$ cat config.mk
export PLATFORM = sky130hd
export DESIGN_NAME = rf_wb_queue_flat
export DESIGN_NICKNAME = d
export VERILOG_FILES = /design/src/rtl/rf_wb_if.sv /design/src/rtl/rf_wb_queue.sv /design/src/flat_wrapper.sv
export SDC_FILE = /design/constraint.sdc
export NUM_CORES = 1
export LEC_CHECK = 0
export BUFFER_PORTS_ARGS = -buffer_cell sky130_fd_sc_hd__buf_2
export CAP_MARGIN = 10
export CORE_ASPECT_RATIO = 0.5
export CORE_MARGIN = 5
export CORE_UTILIZATION = 40
export DETAILED_ROUTE_END_ITERATION = 16
export PLACE_DENSITY_LB_ADDON = 0.2
export SLEW_MARGIN = 20
export SYNTH_ARGS = -nofsm -noshare
export SYNTH_HDL_FRONTEND = slang
export SYNTH_SLANG_ARGS = --single-unit
$ cat constraint.sdc
create_clock -name clk -period 6 [get_ports clk]
set_input_delay 0.9 -clock clk [delete_from_list [all_inputs] [get_ports clk]]
set_output_delay 0.9 -clock clk [all_outputs]
set_load 0.01 [all_outputs]
$ cat src/rtl/rf_wb_if.sv
// Write-back bus for rf_wb_queue: ALU/load request ports, RF write port and decode forwarding.
// Handshake: a request transfers on a clock edge where valid && ready; ready never depends on the request's own reg/data.
interface rf_wb_if #(
    parameter int AW = 5,
    parameter int DW = 32
);
    logic          alu_valid;
    logic          alu_ready;
    logic [AW-1:0] alu_reg;
    logic [DW-1:0] alu_data;
    logic          mem_valid;
    logic          mem_ready;
    logic [AW-1:0] mem_reg;
    logic [DW-1:0] mem_data;
    logic          rf_we;
    logic [AW-1:0] rf_waddr;
    logic [DW-1:0] rf_wdata;
    logic [AW-1:0] rs;
    logic [AW-1:0] rt;
    logic          fwd_rs_hit;
    logic [DW-1:0] fwd_rs;
    logic          fwd_rt_hit;
    logic [DW-1:0] fwd_rt;

    modport master (
        output alu_valid, alu_reg, alu_data, mem_valid, mem_reg, mem_data, rs, rt,
        input  alu_ready, mem_ready, rf_we, rf_waddr, rf_wdata,
               fwd_rs_hit, fwd_rs, fwd_rt_hit, fwd_rt
    );

    modport slave (
        input  alu_valid, alu_reg, alu_data, mem_valid, mem_reg, mem_data, rs, rt,
        output alu_ready, mem_ready, rf_we, rf_waddr, rf_wdata,
               fwd_rs_hit, fwd_rs, fwd_rt_hit, fwd_rt
    );
endinterface

$ cat src/rtl/rf_wb_queue.sv
// Register-file write-back queue: buffers ALU/load results, retires one per cycle, forwards queued values.
// Optional WB_STATS_EN adds write and stall counters.
module rf_wb_queue #(
    parameter int DEPTH = 4,
    parameter int AW    = 5,
    parameter int DW    = 32
) (
    input  logic       clk,
    input  logic       rst,
    rf_wb_if.slave     bus
`ifdef WB_STATS_EN
    ,
    output logic [31:0] wb_wr_cnt,
    output logic [31:0] wb_stall_cnt
`endif
);
    localparam int PW = $clog2(DEPTH);
    localparam int CW = $clog2(DEPTH + 1);

    logic [AW-1:0] reg_q  [DEPTH];
    logic [DW-1:0] data_q [DEPTH];
    logic [PW-1:0] head;
    logic [PW-1:0] tail;
    logic [CW-1:0] count;

    logic enq_alu;
    logic enq_mem;
    logic pop;

    // Readiness looks only at registered count; a same-cycle pop never frees space.
    assign bus.alu_ready = (count <= CW'(DEPTH - 1));
    assign bus.mem_ready = bus.alu_valid ? (count <= CW'(DEPTH - 2))
                                         : (count <= CW'(DEPTH - 1));

    // Register 0 requests handshake normally but are dropped.
    assign enq_alu = bus.alu_valid && bus.alu_ready && (bus.alu_reg != '0);
    assign enq_mem = bus.mem_valid && bus.mem_ready && (bus.mem_reg != '0);
    assign pop     = (count != '0);

    assign bus.rf_we    = pop;
    assign bus.rf_waddr = reg_q[head];
    assign bus.rf_wdata = data_q[head];

    always_ff @(posedge clk) begin
        if (rst) begin
            head  <= '0;
            tail  <= '0;
            count <= '0;
        end else begin
            if (enq_alu) begin
                reg_q[tail]  <= bus.alu_reg;
                data_q[tail] <= bus.alu_data;
            end
            // The ALU entry takes the older slot when both ports enqueue.
            if (enq_mem) begin
                reg_q[tail + PW'(enq_alu)]  <= bus.mem_reg;
                data_q[tail + PW'(enq_alu)] <= bus.mem_data;
            end
            tail  <= tail + PW'(enq_alu) + PW'(enq_mem);
            head  <= head + PW'(pop);
            count <= count + CW'(enq_alu) + CW'(enq_mem) - CW'(pop);
        end
    end

    logic [PW-1:0] idx;

    // Walk from oldest to youngest so the last match (youngest) wins.
    always_comb begin
        bus.fwd_rs_hit = 1'b0;
        bus.fwd_rs     = '0;
        bus.fwd_rt_hit = 1'b0;
        bus.fwd_rt     = '0;
        idx            = head;
        for (int i = 0; i < DEPTH; i++) begin
            idx = head + PW'(i);
            if (CW'(i) < count) begin
                if ((bus.rs != '0) && (reg_q[idx] == bus.rs)) begin
                    bus.fwd_rs_hit = 1'b1;
                    bus.fwd_rs     = data_q[idx];
                end
                if ((bus.rt != '0) && (reg_q[idx] == bus.rt)) begin
                    bus.fwd_rt_hit = 1'b1;
                    bus.fwd_rt     = data_q[idx];
                end
            end
        end
    end

`ifdef WB_STATS_EN
    logic stall;
    assign stall = (bus.alu_valid && !bus.alu_ready) || (bus.mem_valid && !bus.mem_ready);

    always_ff @(posedge clk) begin
        if (rst) begin
            wb_wr_cnt    <= '0;
            wb_stall_cnt <= '0;
        end else begin
            wb_wr_cnt    <= wb_wr_cnt + 32'(bus.rf_we);
            wb_stall_cnt <= wb_stall_cnt + 32'(stall);
        end
    end
`endif
endmodule

$ cat src/flat_wrapper.sv
// flat-port wrapper written by rule: the top's interface ports become plain ports
module rf_wb_queue_flat 
#(
    parameter int DEPTH = 4,
    parameter int AW    = 5,
    parameter int DW    = 32
)
  (clk, rst, bus_alu_valid, bus_alu_reg, bus_alu_data, bus_mem_valid, bus_mem_reg, bus_mem_data, bus_rs, bus_rt, bus_alu_ready, bus_mem_ready, bus_rf_we, bus_rf_waddr, bus_rf_wdata, bus_fwd_rs_hit, bus_fwd_rs, bus_fwd_rt_hit, bus_fwd_rt);
  rf_wb_if #(.AW(AW), .DW(DW)) bus_i ();
  input  logic clk;
  input  logic rst;
  input wire logic [$bits(bus_i.alu_valid)-1:0] bus_alu_valid;
  input wire logic [$bits(bus_i.alu_reg)-1:0] bus_alu_reg;
  input wire logic [$bits(bus_i.alu_data)-1:0] bus_alu_data;
  input wire logic [$bits(bus_i.mem_valid)-1:0] bus_mem_valid;
  input wire logic [$bits(bus_i.mem_reg)-1:0] bus_mem_reg;
  input wire logic [$bits(bus_i.mem_data)-1:0] bus_mem_data;
  input wire logic [$bits(bus_i.rs)-1:0] bus_rs;
  input wire logic [$bits(bus_i.rt)-1:0] bus_rt;
  output wire logic [$bits(bus_i.alu_ready)-1:0] bus_alu_ready;
  output wire logic [$bits(bus_i.mem_ready)-1:0] bus_mem_ready;
  output wire logic [$bits(bus_i.rf_we)-1:0] bus_rf_we;
  output wire logic [$bits(bus_i.rf_waddr)-1:0] bus_rf_waddr;
  output wire logic [$bits(bus_i.rf_wdata)-1:0] bus_rf_wdata;
  output wire logic [$bits(bus_i.fwd_rs_hit)-1:0] bus_fwd_rs_hit;
  output wire logic [$bits(bus_i.fwd_rs)-1:0] bus_fwd_rs;
  output wire logic [$bits(bus_i.fwd_rt_hit)-1:0] bus_fwd_rt_hit;
  output wire logic [$bits(bus_i.fwd_rt)-1:0] bus_fwd_rt;
  assign bus_i.alu_valid = bus_alu_valid;
  assign bus_i.alu_reg = bus_alu_reg;
  assign bus_i.alu_data = bus_alu_data;
  assign bus_i.mem_valid = bus_mem_valid;
  assign bus_i.mem_reg = bus_mem_reg;
  assign bus_i.mem_data = bus_mem_data;
  assign bus_i.rs = bus_rs;
  assign bus_i.rt = bus_rt;
  assign bus_alu_ready = bus_i.alu_ready;
  assign bus_mem_ready = bus_i.mem_ready;
  assign bus_rf_we = bus_i.rf_we;
  assign bus_rf_waddr = bus_i.rf_waddr;
  assign bus_rf_wdata = bus_i.rf_wdata;
  assign bus_fwd_rs_hit = bus_i.fwd_rs_hit;
  assign bus_fwd_rs = bus_i.fwd_rs;
  assign bus_fwd_rt_hit = bus_i.fwd_rt_hit;
  assign bus_fwd_rt = bus_i.fwd_rt;
  rf_wb_queue #(.DEPTH(DEPTH), .AW(AW), .DW(DW)) u_core (.clk(clk), .rst(rst), .bus(bus_i));
endmodule
==> results.json, run 1 <==
{
  "num_vias": 11772,
  "multi_input_area_mm2": 0.00809,
  "p_int_mw": 3.55,
  "antenna_left": 0,
  "io_buffer_count": 193,
  "finalSetupViolations": 0,
  "place.gp.congestion": 0.909,
  "dieArea_mm2": 0.0370,
  "ys_seq_area_share_pct": 34.7,
  "drive_above_1_share_pct": 34.1,
  "cts_resized": 0,
  "slowest_delay_ns": 0.81,
  "fin_ws_ns": 1.01,
  "synth_edf_count": 148,
  "period_share_pct": 83.1,
  "status": "completed",
  "critical_path_buf_inv_count": 2,
  "antenna_found_initial": 8,
  "fmax_ghz": 0.201,
  "path_class": "flip-flop to primary output",
  "syn-mean-instance-area_um2": 9.99,
  "numCtsBuffers": 17,
  "clock-sinks": 155,
  "hold_violations": 0,
  "drt-total-wl_um": 46700,
  "grt_pass1_vias": 11799,
  "ys_ff_latch": 155,
  "wl_per_cell_um": 24.7,
  "dp_hpwl_um": 29100,
  "via_per_inst": 6.23,
  "cts_tree": "yes",
  "slew_headroom_pct": 27.9,
  "cp_slowest_cell": "and2_1",
  "cp_data_required_time_ns": 5.10,
  "drt-initial-drc-count": 1039,
  "netlist_instances": 1323,
  "synthTopCellsByCount": "mux2_2 (194), edfxtp_1 (148), nand2_1 (105)",
  "p_leak_nw": 5.24,
  "start_util_pct": 40.3,
  "placed_cell_area_mm2": 0.0145,
  "fin_setup_tns_ns": 0,
  "root_buffer": "clkbuf_16",
  "clock_path_buffers": 2,
  "syn2layout_area_growth_pct": 14.6,
  "cts_hold_buf": 0,
  "num_rows": 47,
  "synthTopCellsByArea": "edfxtp_1 (34%), mux2_2 (17%), mux2i_1 (5.6%)",
  "power_density_mw_per_mm2": 428,
  "worstSetupEndpointType": "primary output",
  "synth_warnings": 0,
  "drcViolationCount": 0,
  "pwr-share-clk_pct": 18.2,
  "crit_family": "simple AND/OR/NAND/NOR gates",
  "grt_setup_unrepaired": "no",
  "arrival_ns": 4.09,
  "die_x_um": 267,
  "fin_crit_ns": 4.99,
  "crit_fanout": 30,
  "clock_skew_ns": 0.00796,
  "fillerInstances": 3096,
  "critPathLaunchType": "flip-flop",
  "synth.most_common_cell": "mux2_2",
  "grt_usage_pct": 24.3,
  "tightest_slew_ns": 1.08,
  "place_ws_ns": 1.17,
  "power.net_switching_mw": 2.94,
  "grt_pass1_wl_um": 69900,
  "yosys.area.top_type": "edfxtp_1",
  "clock_latency_ns": 0.44,
  "final_area_mm2": 0.0151,
  "cap_violations": 0,
  "switching_share_pct": 45.3,
  "synth_top_area_share_pct": 33.6,
  "die_h_um": 139,
  "grt_max_degree": 129,
  "slew_viol_final": 0,
  "syn-num-nets": 1419,
  "h-tree-depth": 4,
  "ff_latch_area_mm2": 0.00459,
  "postLayoutCoreUtil_pct": 46.1,
  "clk_pin_slew_ns": 0.06,
  "fin_nets": 1527,
  "grt_overflow": 0,
  "ys.flop_type": "edfxtp_1",
  "ios": 194,
  "path_cells": "mux4_2 > xor2_1 > nor4_4 > and2_1 > buf_4 > o211ai_1 > o2bb2ai_1 > buf_2",
  "syn_area_mm2": 0.0132,
  "core_mm2": 0.0328,
  "pwr-share-seq_pct": 24.6,
  "combinationalPowerShare_pct": 57.2,
  "yosysUniqueCellTypes": 54,
  "drtPass1Iterations": 5,
  "hp-class": "flip-flop to flip-flop",
  "cts_setup_buffers": 0,
  "synthArstFlopShare_pct": 0,
  "peakVddDrop_v": 0.000223
}
[cells by family after synthesis]
family | Yosys count | synth area share [%]
AOI/OAI and AO/OA | 272 | 14.0
and+or+nand+nor | 413 | 17.0
xor gates and xnor gates | 45 | 3.10
adders and majority gates | 8 | 0.871
buffers and inverters | 142 | 4.76
DFF | 155 | 34.7
muxes | 288 | 25.5
[through the flow]
stage	power [mW]	cells	hold slack, ns
2_1_floorplan	4.12	1323	0.583
3_3_place_gp	5.17	1849	0.679
3_5_place_dp	5.26	1853	0.685
4_1_cts	6.45	1885	0.696
5_1_grt	6.82	1891	0.759
6_report	6.49	1891	0.691
[per-layer routing]
layer	GRT usage [%]	vias to the layer above	part of all wire (%)
li1	-	5298	-
met1	31.3	5814	42
met2	40.3	546	48
met3	4.88	110	6.9
met4	9.83	4	3.1
met5	0	-	0.058
[path summary, 6_finish.rpt]
path / cells after the start / endpoint / from / slack, ns
hold / removal: 3 / u_core.count[0] / u_core.count[0] / 0.69
setup reg to reg: 10 / u_core.data_q[2][16] / u_core.count[2] / 1.72
setup / recovery: 8 / bus_fwd_rs[8] / u_core.head[0] / 1.01
hold reg to reg: 3 / u_core.count[0] / u_core.count[0] / 0.69
[power groups by stage]
| stage | Combinational [mW] | Clock (mW) | Sequential [mW] |
|---|---|---|---|
| 5_1_grt | 3.96 | 1.24 | 1.62 |
| 3_3_place_gp | 3.56 | 0 | 1.60 |
| 2_1_floorplan | 2.59 | 0 | 1.53 |
| 6_report | 3.71 | 1.18 | 1.59 |
| 4_1_cts | 3.67 | 1.19 | 1.59 |
| 3_5_place_dp | 3.65 | 0 | 1.61 |
[sequential cells by signal (all words and copies together), names as in the netlist]
signal and flops:
u_core.count 3, u_core.data_q 128, u_core.head 2, u_core.reg_q 20, u_core.tail 2
[final cells by class]
class                      instances  area share [%]
tap                              441            3.64
clock inverter                    10            1.08
timing repair buffer             221            8.19
sequential                       155            30.3
multi-input combinational       1026            53.4
clock buffer                      22            3.00
inverter                          10           0.256
antenna                            6          0.0992
[layout by cell type, fill, tap and decap left out, types with 3 or more instances in the layout]
master     instances
nand3_1           57
xnor2_1           28
edfxtp_1         148
o211ai_1          51
o31a_1            18
clkbuf_16         17
nor3b_1           37
nand3b_1          32
a211o_1            4
nor3_1            34
clkbuf_1           4
xor2_1            15
and2_1            20
nor2b_1           22
buf_6              3
o221ai_1          14
buf_2            193
mux2_2           194
mux4_2            20
dfxtp_1            5
diode_2            6
mux2i_1           74
bufinv_16          4
o2bb2ai_1         14
a31o_1            15
nand2_1          103
ha_1               6
buf_4             22
nor2_1            52
a21oi_1           49
inv_1              9
a31oi_1           32
a31o_2             3
or4_2              3
clkinv_2           3
o21a_1            14
nand4_1           17
or4_1             20
o21ai_0           45
[worst min-delay path, cell delays in order (launching register included)]
cell and delay [ns]:
dfxtp_1 0.32, inv_1 0.11, fa_1 0.17, nor2_1 0.04
Note: power is estimated with default switching activity, not from simulation.
==> inputs of run 2 (changes only) <==
Clock period 6 ns to 4.8 ns, I/O delays scaled along.
==> results.json, run 2 (same netlist as run 1, synthesis figures left out) <==
{
  "combinationalPowerShare_pct": 57.5,
  "critPathLaunchType": "flip-flop",
  "num_rows": 47,
  "period_share_pct": 94.1,
  "syn2layout_area_growth_pct": 15.3,
  "grt_pass1_wl_um": 70900,
  "grt_setup_unrepaired": "no",
  "grt_max_degree": 148,
  "multi_input_area_mm2": 0.00809,
  "grt_usage_pct": 24.5,
  "drive_above_1_share_pct": 34.5,
  "die_h_um": 139,
  "arrival_ns": 3.80,
  "status": "completed",
  "final_area_mm2": 0.0152,
  "ios": 194,
  "ff2ff_setup_slack_ns": 1.13,
  "peakVddDrop_v": 0.000463,
  "fin_nets": 1534,
  "crit_family": "compound AO/OA/AOI/OAI gates",
  "cts_setup_buffers": 0,
  "finalSetupViolations": 0,
  "critical_path_buf_inv_count": 2,
  "clock_latency_ns": 0.46,
  "slew_viol_final": 0,
  "path_cells": "mux4_2 > a211oi_1 > a21o_1 > o211ai_2 > o21ai_4 > buf_4 > o221ai_1 > buf_2",
  "hold_violations": 0,
  "reg2reg_to": "u_core.data_q[0][23]",
  "slew_headroom_pct": 25.6,
  "ff_latch_area_mm2": 0.00459,
  "top_regs": "u_core.data_q: 128 flops, u_core.reg_q: 20 flops, u_core.count: 3 flops",
  "drt-initial-drc-count": 1079,
  "worstHoldStart": "rst",
  "crit_path_start": "u_core.head[0]",
  "place.gp.congestion": 0.912,
  "dp_hpwl_um": 30100,
  "antenna_left": 0,
  "root_buffer": "clkbuf_16",
  "p_leak_nw": 5.29,
  "cts_hold_buf": 0,
  "worstSetupEndpointType": "primary output",
  "fin_hold_ws_ns": 0.597,
  "hold_end": "u_core.head[1]",
  "placed_cell_area_mm2": 0.0146,
  "fillerInstances": 3062,
  "clk_pin_slew_ns": 0.07,
  "cp_data_required_time_ns": 4.08,
  "tightest_slew_ns": 1.11,
  "via_per_inst": 6.32,
  "die_x_um": 267,
  "crit-reg2reg-launch": "u_core.count[2]",
  "slowest_delay_ns": 0.63,
  "drtPass1Iterations": 5,
  "hp-class": "input port to flip-flop",
  "fin_setup_tns_ns": 0,
  "timing.hold.worst_path_depth": 2,
  "cap_violations": 0,
  "clock_path_buffers": 2,
  "cp_slowest_cell": "mux4_2",
  "power_density_mw_per_mm2": 536,
  "pwr-share-seq_pct": 24.4,
  "wl_per_cell_um": 24.9,
  "antenna_found_initial": 3,
  "grt_overflow": 0,
  "ff2ff_path_depth": 9,
  "crit_fanout": 24,
  "clock_skew_ns": 0.00738,
  "largest_reg_flops": 128,
  "core_mm2": 0.0328,
  "path_class": "flip-flop to primary output",
  "grt_pass1_vias": 12016,
  "cts_tree": "yes",
  "h-tree-depth": 4,
  "drt-total-wl_um": 47200,
  "numCtsBuffers": 17,
  "switching_share_pct": 45.5,
  "fin_crit_ns": 4.52,
  "layout_common_cells": "mux2_2 (194), buf_2 (193), edfxtp_1 (148)",
  "pwr-share-clk_pct": 18.2,
  "io_buffer_count": 193,
  "drcViolationCount": 0,
  "start_util_pct": 40.3,
  "final_common_cell": "mux2_2",
  "p_int_mw": 4.45,
  "fmax_ghz": 0.221,
  "cts_resized": 0,
  "num_vias": 11966,
  "dieArea_mm2": 0.0370,
  "clock-sinks": 155,
  "regMostFlops": "u_core.data_q",
  "power.net_switching_mw": 3.71
}
## run 2: cell count changes in the layout (fill, tap and decap cells not counted), sizes merged
cell / change
buf: +7
diode: -4
clkinv: +6
clkbuf: -4
inv: -2
## run 2: worst max path at each step
stage               cells past startpoint                   end
global placement                        8   u_core.data_q[2][9]
CTS                                     8        bus_fwd_rs[27]
finish                                  8        bus_fwd_rt[29]
global route                            8        bus_fwd_rs[27]
detailed placement                      8  u_core.data_q[0][23]
floorplan                               9   u_core.data_q[1][0]
## run 2: layout make-up
cell class | count | area share (%)
multi-input cells | 1026 | 53.1
diodes | 2 | 0.0329
well taps | 441 | 3.62
inverters | 10 | 0.255
clock buffers | 18 | 2.82
repair buffers | 228 | 8.72
clock inverters | 14 | 1.30
flip-flops and latches | 155 | 30.1
## run 2: worst register-to-register path, stage by stage (launching register included)
cell and delay [ns]:
dfxtp_1 0.31, inv_1 0.26, ha_1 0.43, a21o_1 0.34, a22o_1 0.22, o211a_1 0.22, inv_1 0.09, or4_2 0.78
buf_4 0.37, mux2_2 0.39
## run 2: metal layers
metal / GRT usage [%] / wire (um) / vias up
li1: - / - / 5317
met1: 31.4 / 19600 / 5950
met2: 41.2 / 22600 / 560
met3: 4.87 / 3480 / 135
met4: 9.42 / 1490 / 4
met5: 0 / 33 / -
## run 2: power by group through the flow
stage / Clock [mW] / Sequential (mW) / Combinational, mW
floorplan: 0 / 1.91 / 3.24
global placement: 0 / 2.00 / 4.52
detailed placement: 0 / 2.01 / 4.60
finish: 1.48 / 1.99 / 4.69
global route: 1.55 / 2.02 / 4.99
CTS: 1.50 / 1.99 / 4.62
## run 2: stage by stage
stage	setup slack (ns)	total power, mW	instances	util (%)
floorplan	0.109	5.15	1323	-
detailed placement	0.705	6.62	1860	44.5
finish	0.284	8.16	1894	46.4
CTS	0.309	8.10	1892	46.4
global placement	0.751	6.52	1860	44.5
global route	0.108	8.56	1893	46.4
